$ cat src/rtl/mem_arb_pkg.sv
// Shared types for the memory port controller: FSM state, default widths,
// and the latched request record.
package mem_arb_pkg;

    localparam int MEM_AW = 32;
    localparam int MEM_DW = 32;

    typedef enum logic [1:0] {
        ST_IDLE  = 2'd0,
        ST_ISSUE = 2'd1,
        ST_WAIT  = 2'd2
    } state_e;

    typedef struct packed {
        logic [MEM_AW-1:0]   addr;
        logic                we;
        logic [MEM_DW-1:0]   wdata;
        logic [MEM_DW/8-1:0] wstrb;
    } mem_req_t;

endpackage

$ cat src/rtl/mem_port_arb_ctrl_if.sv
// Single memory port: request valid/ready handshake plus response strobe.
interface mem_port_if
    import mem_arb_pkg::*;
#(
    parameter int AW = MEM_AW,
    parameter int DW = MEM_DW
);
    logic              mem_req_valid;
    logic              mem_req_ready;
    logic [AW-1:0]     mem_req_addr;
    logic              mem_req_we;
    logic [DW-1:0]     mem_req_wdata;
    logic [DW/8-1:0]   mem_req_wstrb;
    logic              mem_rsp_valid;
    logic [DW-1:0]     mem_rsp_rdata;

    modport master (
        output mem_req_valid, mem_req_addr, mem_req_we, mem_req_wdata, mem_req_wstrb,
        input  mem_req_ready, mem_rsp_valid, mem_rsp_rdata
    );

    modport slave (
        input  mem_req_valid, mem_req_addr, mem_req_we, mem_req_wdata, mem_req_wstrb,
        output mem_req_ready, mem_rsp_valid, mem_rsp_rdata
    );
endinterface

$ cat src/rtl/mem_port_arb_ctrl_onehot_to_bin.sv
// One-hot to binary index; lowest set bit wins, err flags more than one bit.
module onehot_to_bin #(
    parameter int  N  = 2,
    localparam int IW = (N > 1) ? $clog2(N) : 1
) (
    input  logic [N-1:0]  onehot,
    output logic [N-1:0]  lsb,
    output logic [IW-1:0] idx,
    output logic          err
);
    always_comb begin
        idx = '0;
        lsb = '0;
        for (int i = N - 1; i >= 0; i--) begin
            if (onehot[i]) begin
                idx    = IW'(i);
                lsb    = '0;
                lsb[i] = 1'b1;
            end
        end
    end

    assign err = |(onehot & (onehot - N'(1)));
endmodule

$ cat src/rtl/mem_port_arb_ctrl.sv
// Shares one memory port among N requesters: takes the arbiter grant,
// issues one transaction at a time and routes the response back to its owner.
//
//   state    | meaning
//   ST_IDLE  | arbiter sees requests; a granted request is latched
//   ST_ISSUE | latched request driven on the memory port until accepted
//   ST_WAIT  | waiting for the single memory response
module mem_port_arb_ctrl
    import mem_arb_pkg::*;
#(
    parameter int N  = 2,
    parameter int AW = MEM_AW,
    parameter int DW = MEM_DW
) (
    input  logic              clk,
    input  logic              rstn,
    input  logic [N-1:0]      port_req_valid,
    output logic [N-1:0]      port_req_ready,
    input  logic [N*AW-1:0]   port_req_addr,
    input  logic [N-1:0]      port_req_we,
    input  logic [N*DW-1:0]   port_req_wdata,
    input  logic [N*DW/8-1:0] port_req_wstrb,
    output logic [N-1:0]      port_rsp_valid,
    output logic [DW-1:0]     port_rsp_rdata,
    output logic [N-1:0]      arb_req,
    input  logic [N-1:0]      arb_grant,
    mem_port_if.master        mem
);
    localparam int IW = (N > 1) ? $clog2(N) : 1;
    localparam int SW = DW / 8;

    state_e          state_q, state_d;
    logic [IW-1:0]   owner_q, owner_d;
    mem_req_t        req_q, req_d, granted;
    logic            mem_req_valid_q, mem_req_valid_d;
    logic [N-1:0]    rsp_valid_q, rsp_valid_d;
    logic [DW-1:0]   rsp_rdata_q, rsp_rdata_d;

    logic [N-1:0]    sel, sel_lsb;
    logic [IW-1:0]   sel_idx;
    logic            sel_err;
    logic            idle;

    assign idle = (state_q == ST_IDLE);
    // Requests are hidden from the arbiter while busy so its fairness pointer stays put.
    assign arb_req        = idle ? port_req_valid : '0;
    assign sel            = idle ? (arb_grant & port_req_valid) : '0;
    assign port_req_ready = sel_lsb;

    onehot_to_bin #(.N(N)) u_onehot_to_bin (
        .onehot (sel),
        .lsb    (sel_lsb),
        .idx    (sel_idx),
        .err    (sel_err)
    );

    always_comb begin
        granted = '0;
        for (int i = 0; i < N; i++) begin
            if (sel_lsb[i]) begin
                granted.addr  = port_req_addr[i*AW +: AW];
                granted.we    = port_req_we[i];
                granted.wdata = port_req_wdata[i*DW +: DW];
                granted.wstrb = port_req_wstrb[i*SW +: SW];
            end
        end
    end

    always_comb begin
        state_d         = state_q;
        owner_d         = owner_q;
        req_d           = req_q;
        mem_req_valid_d = mem_req_valid_q;
        rsp_valid_d     = '0;
        rsp_rdata_d     = rsp_rdata_q;
        case (state_q)
            ST_IDLE: begin
                if (|sel_lsb) begin
                    state_d         = ST_ISSUE;
                    owner_d         = sel_idx;
                    req_d           = granted;
                    mem_req_valid_d = 1'b1;
                end
            end
            ST_ISSUE: begin
                if (mem.mem_req_ready) begin
                    state_d         = ST_WAIT;
                    mem_req_valid_d = 1'b0;
                end
            end
            ST_WAIT: begin
                if (mem.mem_rsp_valid) begin
                    state_d              = ST_IDLE;
                    rsp_rdata_d          = mem.mem_rsp_rdata;
                    rsp_valid_d[owner_q] = 1'b1;
                end
            end
            default: begin
                state_d         = ST_IDLE;
                mem_req_valid_d = 1'b0;
            end
        endcase
    end

    always_ff @(posedge clk) begin
        if (!rstn) begin
            state_q         <= ST_IDLE;
            owner_q         <= '0;
            req_q           <= '0;
            mem_req_valid_q <= 1'b0;
            rsp_valid_q     <= '0;
            rsp_rdata_q     <= '0;
        end else begin
            state_q         <= state_d;
            owner_q         <= owner_d;
            req_q           <= req_d;
            mem_req_valid_q <= mem_req_valid_d;
            rsp_valid_q     <= rsp_valid_d;
            rsp_rdata_q     <= rsp_rdata_d;
        end
    end

    assign mem.mem_req_valid = mem_req_valid_q;
    assign mem.mem_req_addr  = req_q.addr;
    assign mem.mem_req_we    = req_q.we;
    assign mem.mem_req_wdata = req_q.wdata;
    assign mem.mem_req_wstrb = req_q.wstrb;
    assign port_rsp_valid    = rsp_valid_q;
    assign port_rsp_rdata    = rsp_rdata_q;

    // A multi-bit grant is an upstream fault; the lowest port still wins.
    a_single_grant: assert property (@(posedge clk) disable iff (!rstn) !sel_err);
endmodule

$ cat src/flat_wrapper.sv
// flat-port wrapper written by rule: the top's interface ports become plain ports
module mem_port_arb_ctrl_flat import mem_arb_pkg::*;
#(
    parameter int N  = 2,
    parameter int AW = MEM_AW,
    parameter int DW = MEM_DW
)
  (clk, rstn, port_req_valid, port_req_ready, port_req_addr, port_req_we, port_req_wdata, port_req_wstrb, port_rsp_valid, port_rsp_rdata, arb_req, arb_grant, mem_mem_req_valid, mem_mem_req_addr, mem_mem_req_we, mem_mem_req_wdata, mem_mem_req_wstrb, mem_mem_req_ready, mem_mem_rsp_valid, mem_mem_rsp_rdata);
  mem_port_if #(.AW(AW), .DW(DW)) mem_i ();
  input  logic clk;
  input  logic rstn;
  input  logic [N-1:0] port_req_valid;
  output logic [N-1:0] port_req_ready;
  input  logic [N*AW-1:0] port_req_addr;
  input  logic [N-1:0] port_req_we;
  input  logic [N*DW-1:0] port_req_wdata;
  input  logic [N*DW/8-1:0] port_req_wstrb;
  output logic [N-1:0] port_rsp_valid;
  output logic [DW-1:0] port_rsp_rdata;
  output logic [N-1:0] arb_req;
  input  logic [N-1:0] arb_grant;
  output wire logic [$bits(mem_i.mem_req_valid)-1:0] mem_mem_req_valid;
  output wire logic [$bits(mem_i.mem_req_addr)-1:0] mem_mem_req_addr;
  output wire logic [$bits(mem_i.mem_req_we)-1:0] mem_mem_req_we;
  output wire logic [$bits(mem_i.mem_req_wdata)-1:0] mem_mem_req_wdata;
  output wire logic [$bits(mem_i.mem_req_wstrb)-1:0] mem_mem_req_wstrb;
  input wire logic [$bits(mem_i.mem_req_ready)-1:0] mem_mem_req_ready;
  input wire logic [$bits(mem_i.mem_rsp_valid)-1:0] mem_mem_rsp_valid;
  input wire logic [$bits(mem_i.mem_rsp_rdata)-1:0] mem_mem_rsp_rdata;
  assign mem_mem_req_valid = mem_i.mem_req_valid;
  assign mem_mem_req_addr = mem_i.mem_req_addr;
  assign mem_mem_req_we = mem_i.mem_req_we;
  assign mem_mem_req_wdata = mem_i.mem_req_wdata;
  assign mem_mem_req_wstrb = mem_i.mem_req_wstrb;
  assign mem_i.mem_req_ready = mem_mem_req_ready;
  assign mem_i.mem_rsp_valid = mem_mem_rsp_valid;
  assign mem_i.mem_rsp_rdata = mem_mem_rsp_rdata;
  mem_port_arb_ctrl #(.N(N), .AW(AW), .DW(DW)) u_core (.clk(clk), .rstn(rstn), .port_req_valid(port_req_valid), .port_req_ready(port_req_ready), .port_req_addr(port_req_addr), .port_req_we(port_req_we), .port_req_wdata(port_req_wdata), .port_req_wstrb(port_req_wstrb), .port_rsp_valid(port_rsp_valid), .port_rsp_rdata(port_rsp_rdata), .arb_req(arb_req), .arb_grant(arb_grant), .mem(mem_i));
endmodule
$ cat config.mk
export PLATFORM = sky130hd
export DESIGN_NAME = mem_port_arb_ctrl_flat
export DESIGN_NICKNAME = d
export VERILOG_FILES = /design/src/rtl/mem_arb_pkg.sv /design/src/rtl/mem_port_arb_ctrl_if.sv /design/src/rtl/mem_port_arb_ctrl_onehot_to_bin.sv /design/src/rtl/mem_port_arb_ctrl.sv /design/src/flat_wrapper.sv
export SDC_FILE = /design/constraint.sdc
export NUM_CORES = 1
export LEC_CHECK = 0
export BUFFER_PORTS_ARGS = -buffer_cell sky130_fd_sc_hd__buf_2
export CAP_MARGIN = 10
export CORE_AREA = 3 3 110 112
export CTS_BUF_LIST = sky130_fd_sc_hd__clkbuf_16
export DETAILED_ROUTE_END_ITERATION = 6
export DIE_AREA = 0 0 113 115
export PLACE_DENSITY = 0.81
export SYNTH_ARGS = -nofsm -noshare
export SYNTH_HDL_FRONTEND = slang
export SYNTH_SLANG_ARGS = --single-unit
$ cat constraint.sdc
create_clock -name clk -period 1.61 [get_ports clk]
set_input_delay 0.322 -clock clk [delete_from_list [all_inputs] [get_ports clk]]
set_output_delay 0.322 -clock clk [all_outputs]
set_load 0.02 [all_outputs]
==> metrics.yaml, run 1 <==
clock_network:
  cts_buffer_depth: 2
  cts_root_buf: "clkbuf_16"
  cts_inserted_buffers: 9
  cts_max_level: 3
  cts.sinks: 107
  insertion_delay_ns: 0.34
  hold_buffers: 0
  cts_tree: "built"
  clk_pin_slew_ns: 0.07
hold_path:
  min_to: "u_core.port_rsp_rdata[9]"
  whs_path_depth: 3
  worstHoldPathType: "input port to flop"
  hp-start: "mem_mem_rsp_rdata[9]"
global_route:
  grt_use_total_pct: 21.0
  grt_pass1_wl_mm: 22.6
  grt_pass1_vias: 4679
  antenna_found_initial: 1
  grt_max_degree: 108
  globalRouteOverflowTotal: 0
cells_and_area:
  final_area_sq_um: 6600
  diodes: 0
  final_cells: 907
  nFillCells: 984
  area_delta_synth_final_pct: 45.2
  final_nets: 937
  drive_above_1_share_pct: 43.7
sta:
  slew_headroom_pct: 72.7
  rsz0062_at_grt: "true"
  drv_slew: 0
  hold_viol: 0
  finClkSkew_ns: 0.00535
  fin_crit_sh_pct: 103
  fin_hold_ws_ns: 0.221
  setup_viol: 2
  fmax_mhz: 600
  setup_slack_ns: -0.0553
  min_period_ns: 1.67
  tightest_slew_ns: 0.410
critical_path:
  crit_type: "flop to primary output"
  critPathCaptureType: "primary output"
  rrSetupSlack_ns: 0.08
  cp.arrival_ns: 1.34
  startpoint_type: "flop"
  crit_path_max_fanout: 4
  r2r_cells: 6
  r2r-end: "u_core.mem.mem_req_addr[12]"
  worstPathRequired_ns: 1.29
  reg2reg_from: "u_core.state_q[1]"
logic_synthesis:
  synth_edf_count: 0
  async_flop_share_pct: 0
  ys_ff_latch: 107
  ys_types: 21
  yosysWarnings: 0
  ys_seq_area_share_pct: 47.2
  syn_area_sq_um: 4540
  syn_inst: 496
  synth_nets: 674
  syn_avg_cell_area_sq_um: 9.16
  synth_flop_cell: "dfxtp_1"
place:
  numPortBuffers: 285
  post_dp_cell_area_sq_um: 6150
  gp_congestion: 0.805
  post-dp-hpwl_mm: 9.92
  dp_cells: 883
status:
  violations: "negative setup slack"
  status: "finished with violations"
die:
  initial_core_util_pct: 40.1
  die-area_sq_um: 13000
  die_w_microns: 113
  ios: 286
  die_h_microns: 115
  coreArea_sq_um: 11300
  fp-row-count: 39
detailed_routing:
  via_per_inst: 5.39
  drt-pass1-iter-count: 4
  antenna_left: 0
  wire_per_inst_microns: 15.9
  routed_wl_mm: 14.4
  first_iter_violations: 352
  vias: 4886
  post-route-drc-count: 0
run:
  drv_cap: 0
power:
  p_leak_nw: 2.93
  ir_drop_mv: 0.928
  powerDensity_nw_per_um2: 952
-- where the power goes --
group,switching (W),internal (W)
logic,0.000683,0.000550
registers,0.0000700,0.00279
clock network,0.000991,0.00120
total,0.00174,0.00454
-- worst max path at each step --
stage                            from  slack (ns)  depth (start not counted)                     endpoint
global route        u_core.state_q[1]       -0.10                          3            port_req_ready[0]
CTS                 u_core.state_q[0]       -0.06                          3            port_req_ready[0]
global placement    port_req_valid[1]        0.10                          5  u_core.mem.mem_req_addr[16]
detailed placement  port_req_valid[1]        0.05                          5  u_core.mem.mem_req_wdata[4]
finish              u_core.state_q[1]       -0.06                          3            port_req_ready[0]
floorplan           u_core.state_q[0]        0.06                          6            port_req_ready[1]
-- area by class of cell --
class,count,area (sq um),area share (%)
clock buffers,9,225,3.41
multi-input cells,330,2150,32.6
clock inverters,7,68.8,1.04
flip-flops and latches,107,2150,32.6
repair buffers,311,1820,27.6
well taps,143,179,2.71
-- logic make-up after synthesis --
| logic type | after synthesis | synth area share (%) |
|---|---|---|
| compound gates | 246 | 38.7 |
| buf+inv | 59 | 6.31 |
| flops | 107 | 47.2 |
| simple gates | 84 | 7.85 |
-- per-stage QoR --
| step | power [W] | utilization [%] | setup slack (ns) | setup TNS [ns] |
|---|---|---|---|---|
| 4_1_cts | 0.00630 | 57.6 | -0.0606 | -0.259 |
| 5_1_grt | 0.00655 | 58.3 | -0.105 | -0.329 |
| 3_5_place_dp | 0.00409 | 54.3 | 0.0474 | 0 |
| 2_1_floorplan | 0.00356 | - | 0.0629 | 0 |
| 6_report | 0.00628 | 58.3 | -0.0553 | -0.0958 |
| 3_3_place_gp | 0.00408 | 54.3 | 0.101 | 0 |
-- cell usage in the layout (no fill, tap or decap) --
cell / count
and3b_1: 1
nand2_1: 68
bufinv_16: 1
clkinv_2: 1
nor2_1: 3
and3_1: 1
and2_4: 1
a21boi_1: 69
and2_1: 3
bufbuf_16: 1
clkinvlp_4: 4
or2_2: 1
buf_8: 1
dfxtp_1: 105
buf_2: 283
o22ai_1: 1
dfxtp_4: 2
o21ai_0: 70
nand2b_1: 2
nand2_2: 1
a22oi_2: 1
buf_4: 10
a21boi_0: 34
buf_6: 5
buf_12: 10
nor4bb_4: 2
clkbuf_16: 10
nand3b_1: 1
clkinv_1: 1
a32oi_1: 69
o21a_1: 2
-- routing by layer --
layer	wire length [microns]	GRT usage, %
met1	5750	25.4
met2	7040	35.1
met3	1340	7.11
met4	227	7.29
met5	13	0
-- timing repair --
item	4_1_cts	5_1_grt
setup buffers	4	2
pin swaps	3	7
endpoints found under the setup margin	4	57
resized for setup	9	8
gates cloned	1	1
-- registers in the layout, summed over array words and instances (netlist names) --
register	flops
u_core.mem.mem_req_addr	32
u_core.mem.mem_req_wdata	32
u_core.port_rsp_rdata	32
u_core.mem.mem_req_wstrb	4
u_core.port_rsp_valid	2
u_core.state_q	2
u_core.mem.mem_req_valid	1
u_core.mem.mem_req_we	1
u_core.owner_q	1
-- critical path, cell delays in order, from the launching register on --
cell,delay (ns)
dfxtp_4,0.37
nor4bb_4,0.36
buf_12,0.16
buf_8,0.10
-- synthesized netlist by cell type (3+ instances only) --
cell      count  area share (%)
nand2_1      69             5.7
a32oi_1      69              13
buf_4         8             1.3
and2_1        4            0.55
buf_2        16             1.8
nor2_1        3            0.25
a21boi_1     69              11
dfxtp_1     107              47
o21ai_0      70             7.7
a21boi_0     34             5.6
clkbuf_1     33             2.7
Power figures use the tool's default switching activity.
==> run 2, diff against run 1 <==
Settings changed: SETUP_SLACK_MARGIN set to 0.15.
==> run 2 against run 1 <==
Compared with the run above: routed wire length up 26%; register-to-register slack got worse by 0.10 ns; non-clock buffer count grew 31; critical endpoint is now port_req_ready[1]; clock skew shrank 0.00051 ns; cell area rose by 17%; sequential power about the same; hold slack worse by 0.0061 ns; fmax up 0.11%; the run still ends with negative setup slack left.
==> metrics.yaml, run 2 (synthesis gave the netlist of run 1 again) <==
sta:
  fmax_mhz: 601
  fin_hold_ws_ns: 0.215
  hold_viol: 0
  fin_crit_sh_pct: 103
  setup_slack_ns: -0.0535
  drv_slew: 0
  min_period_ns: 1.66
  setup_viol: 5
  setup_tns_ns: -0.125
  slew_headroom_pct: 73.6
  rsz0062_at_grt: "true"
  finClkSkew_ns: 0.00483
  tightest_slew_ns: 0.396
detailed_routing:
  vias: 5190
  wire_per_inst_microns: 19.3
  drt-pass1-iter-count: 4
  first_iter_violations: 352
  post-route-drc-count: 0
  routed_wl_mm: 18.1
  via_per_inst: 5.53
  antenna_left: 0
die:
  fp-row-count: 39
  die_w_microns: 113
  die_h_microns: 115
  ios: 286
  die-area_sq_um: 13000
  initial_core_util_pct: 40.1
  coreArea_sq_um: 11300
place:
  numPortBuffers: 285
  post_dp_cell_area_sq_um: 6140
  gp_congestion: 0.842
  post-dp-hpwl_mm: 10.2
clock_network:
  cts_root_buf: "clkbuf_16"
  cts_tree: "built"
  clk_pin_slew_ns: 0.07
  cts_buffer_depth: 2
  cts_max_level: 3
  cts.sinks: 107
  hold_buffers: 0
  insertion_delay_ns: 0.34
  cts_inserted_buffers: 9
cells_and_area:
  final_area_sq_um: 7740
  final_common_cell: "buf_2"
  drive_above_1_share_pct: 56.5
  nFillCells: 877
  final_cell_mix: "buf_2, dfxtp_1, a21boi_1"
  final_nets: 968
  diodes: 0
  area_delta_synth_final_pct: 70.4
global_route:
  grt_pass1_wl_mm: 24.5
  grt_use_total_pct: 23.8
  grt_max_degree: 66
  antenna_found_initial: 0
  globalRouteOverflowTotal: 0
  grt_pass1_vias: 4824
critical_path:
  crit_path_max_fanout: 4
  cp.arrival_ns: 1.34
  r2r-end: "u_core.mem.mem_req_wdata[7]"
  cpMaxStageDelayCell: "dfxtp_4"
  crit_type: "flop to primary output"
  reg2reg_from: "u_core.state_q[1]"
  r2r_cells: 8
  startpoint_type: "flop"
  rrSetupSlack_ns: -0.02
  worstPathRequired_ns: 1.29
  critPathCaptureType: "primary output"
  cpPeakStageDelay_ns: 0.37
  crit_chain: "nor4bb_4, and2_4, buf_6"
run:
  drv_cap: 0
hold_path:
  worstHoldPathType: "input port to flop"
  min_to: "u_core.port_rsp_rdata[15]"
  whs_path_depth: 3
  hp-start: "mem_mem_rsp_rdata[15]"
power:
  ir_drop_mv: 0.643
  p_leak_nw: 3.34
  powerDensity_nw_per_um2: 888
  total_power_w: 0.00687
status:
  violations: "negative setup slack"
  status: "finished with violations"
-- run 2: power breakdown --
group	switching, W	internal, W	leakage (nW)	total (W)
Clock	0.000946	0.00118	0.146	0.00212
Sequential	0.0000955	0.00279	0.874	0.00289
Combinational	0.000951	0.000913	2.32	0.00186
Total	0.00199	0.00488	3.34	0.00687
-- run 2: area by class of cell --
type                    count  area (sq um)  share of cell area, %
flip-flops and latches    107          2150                   27.8
well taps                 143           179                   2.31
multi-input cells         330          2590                   33.5
clock inverters             7          52.6                  0.679
repair buffers            342          2540                   32.8
clock buffers               9           225                   2.91
-- run 2: repair_timing --
item	4_1_cts	5_1_grt
buffers inserted	14	3
setup endpoints to repair	73	74
pin swaps	18	123
gates cloned	11	12
resized for setup	150	69
-- run 2: worst max-delay path by stage --
stage | from | endpoint | depth (start not counted)
after floorplan | u_core.state_q[0] | port_req_ready[1] | 6
after detailed placement | arb_grant[0] | u_core.mem.mem_req_wdata[4] | 6
after global placement | u_core.state_q[0] | port_req_ready[1] | 3
final | u_core.state_q[0] | port_req_ready[1] | 3
after global routing | u_core.state_q[0] | port_req_ready[1] | 3
after CTS | u_core.state_q[1] | port_req_ready[1] | 3
-- run 2: critical path, delay by kind of cell, from the launching register on --
family        cells  cell delay (ns)
simple gates      2             0.51
flops             1             0.37
buf+inv           1             0.11
-- run 2: metrics by stage --
stage	worst slack [ns]	util, %	cells
3_5_place_dp	0.0476	54.2	882
4_1_cts	-0.0586	63.2	923
2_1_floorplan	0.0887	-	496
6_report	-0.0535	68.4	938
3_3_place_gp	0.0993	54.2	882
5_1_grt	-0.106	68.4	938
-- run 2: layer usage --
layer  share of wire, %  track usage, %
met2                 51            41.5
met1                 37            27.8
met3                 10            6.68
met5                  0               0
met4                2.0            9.29
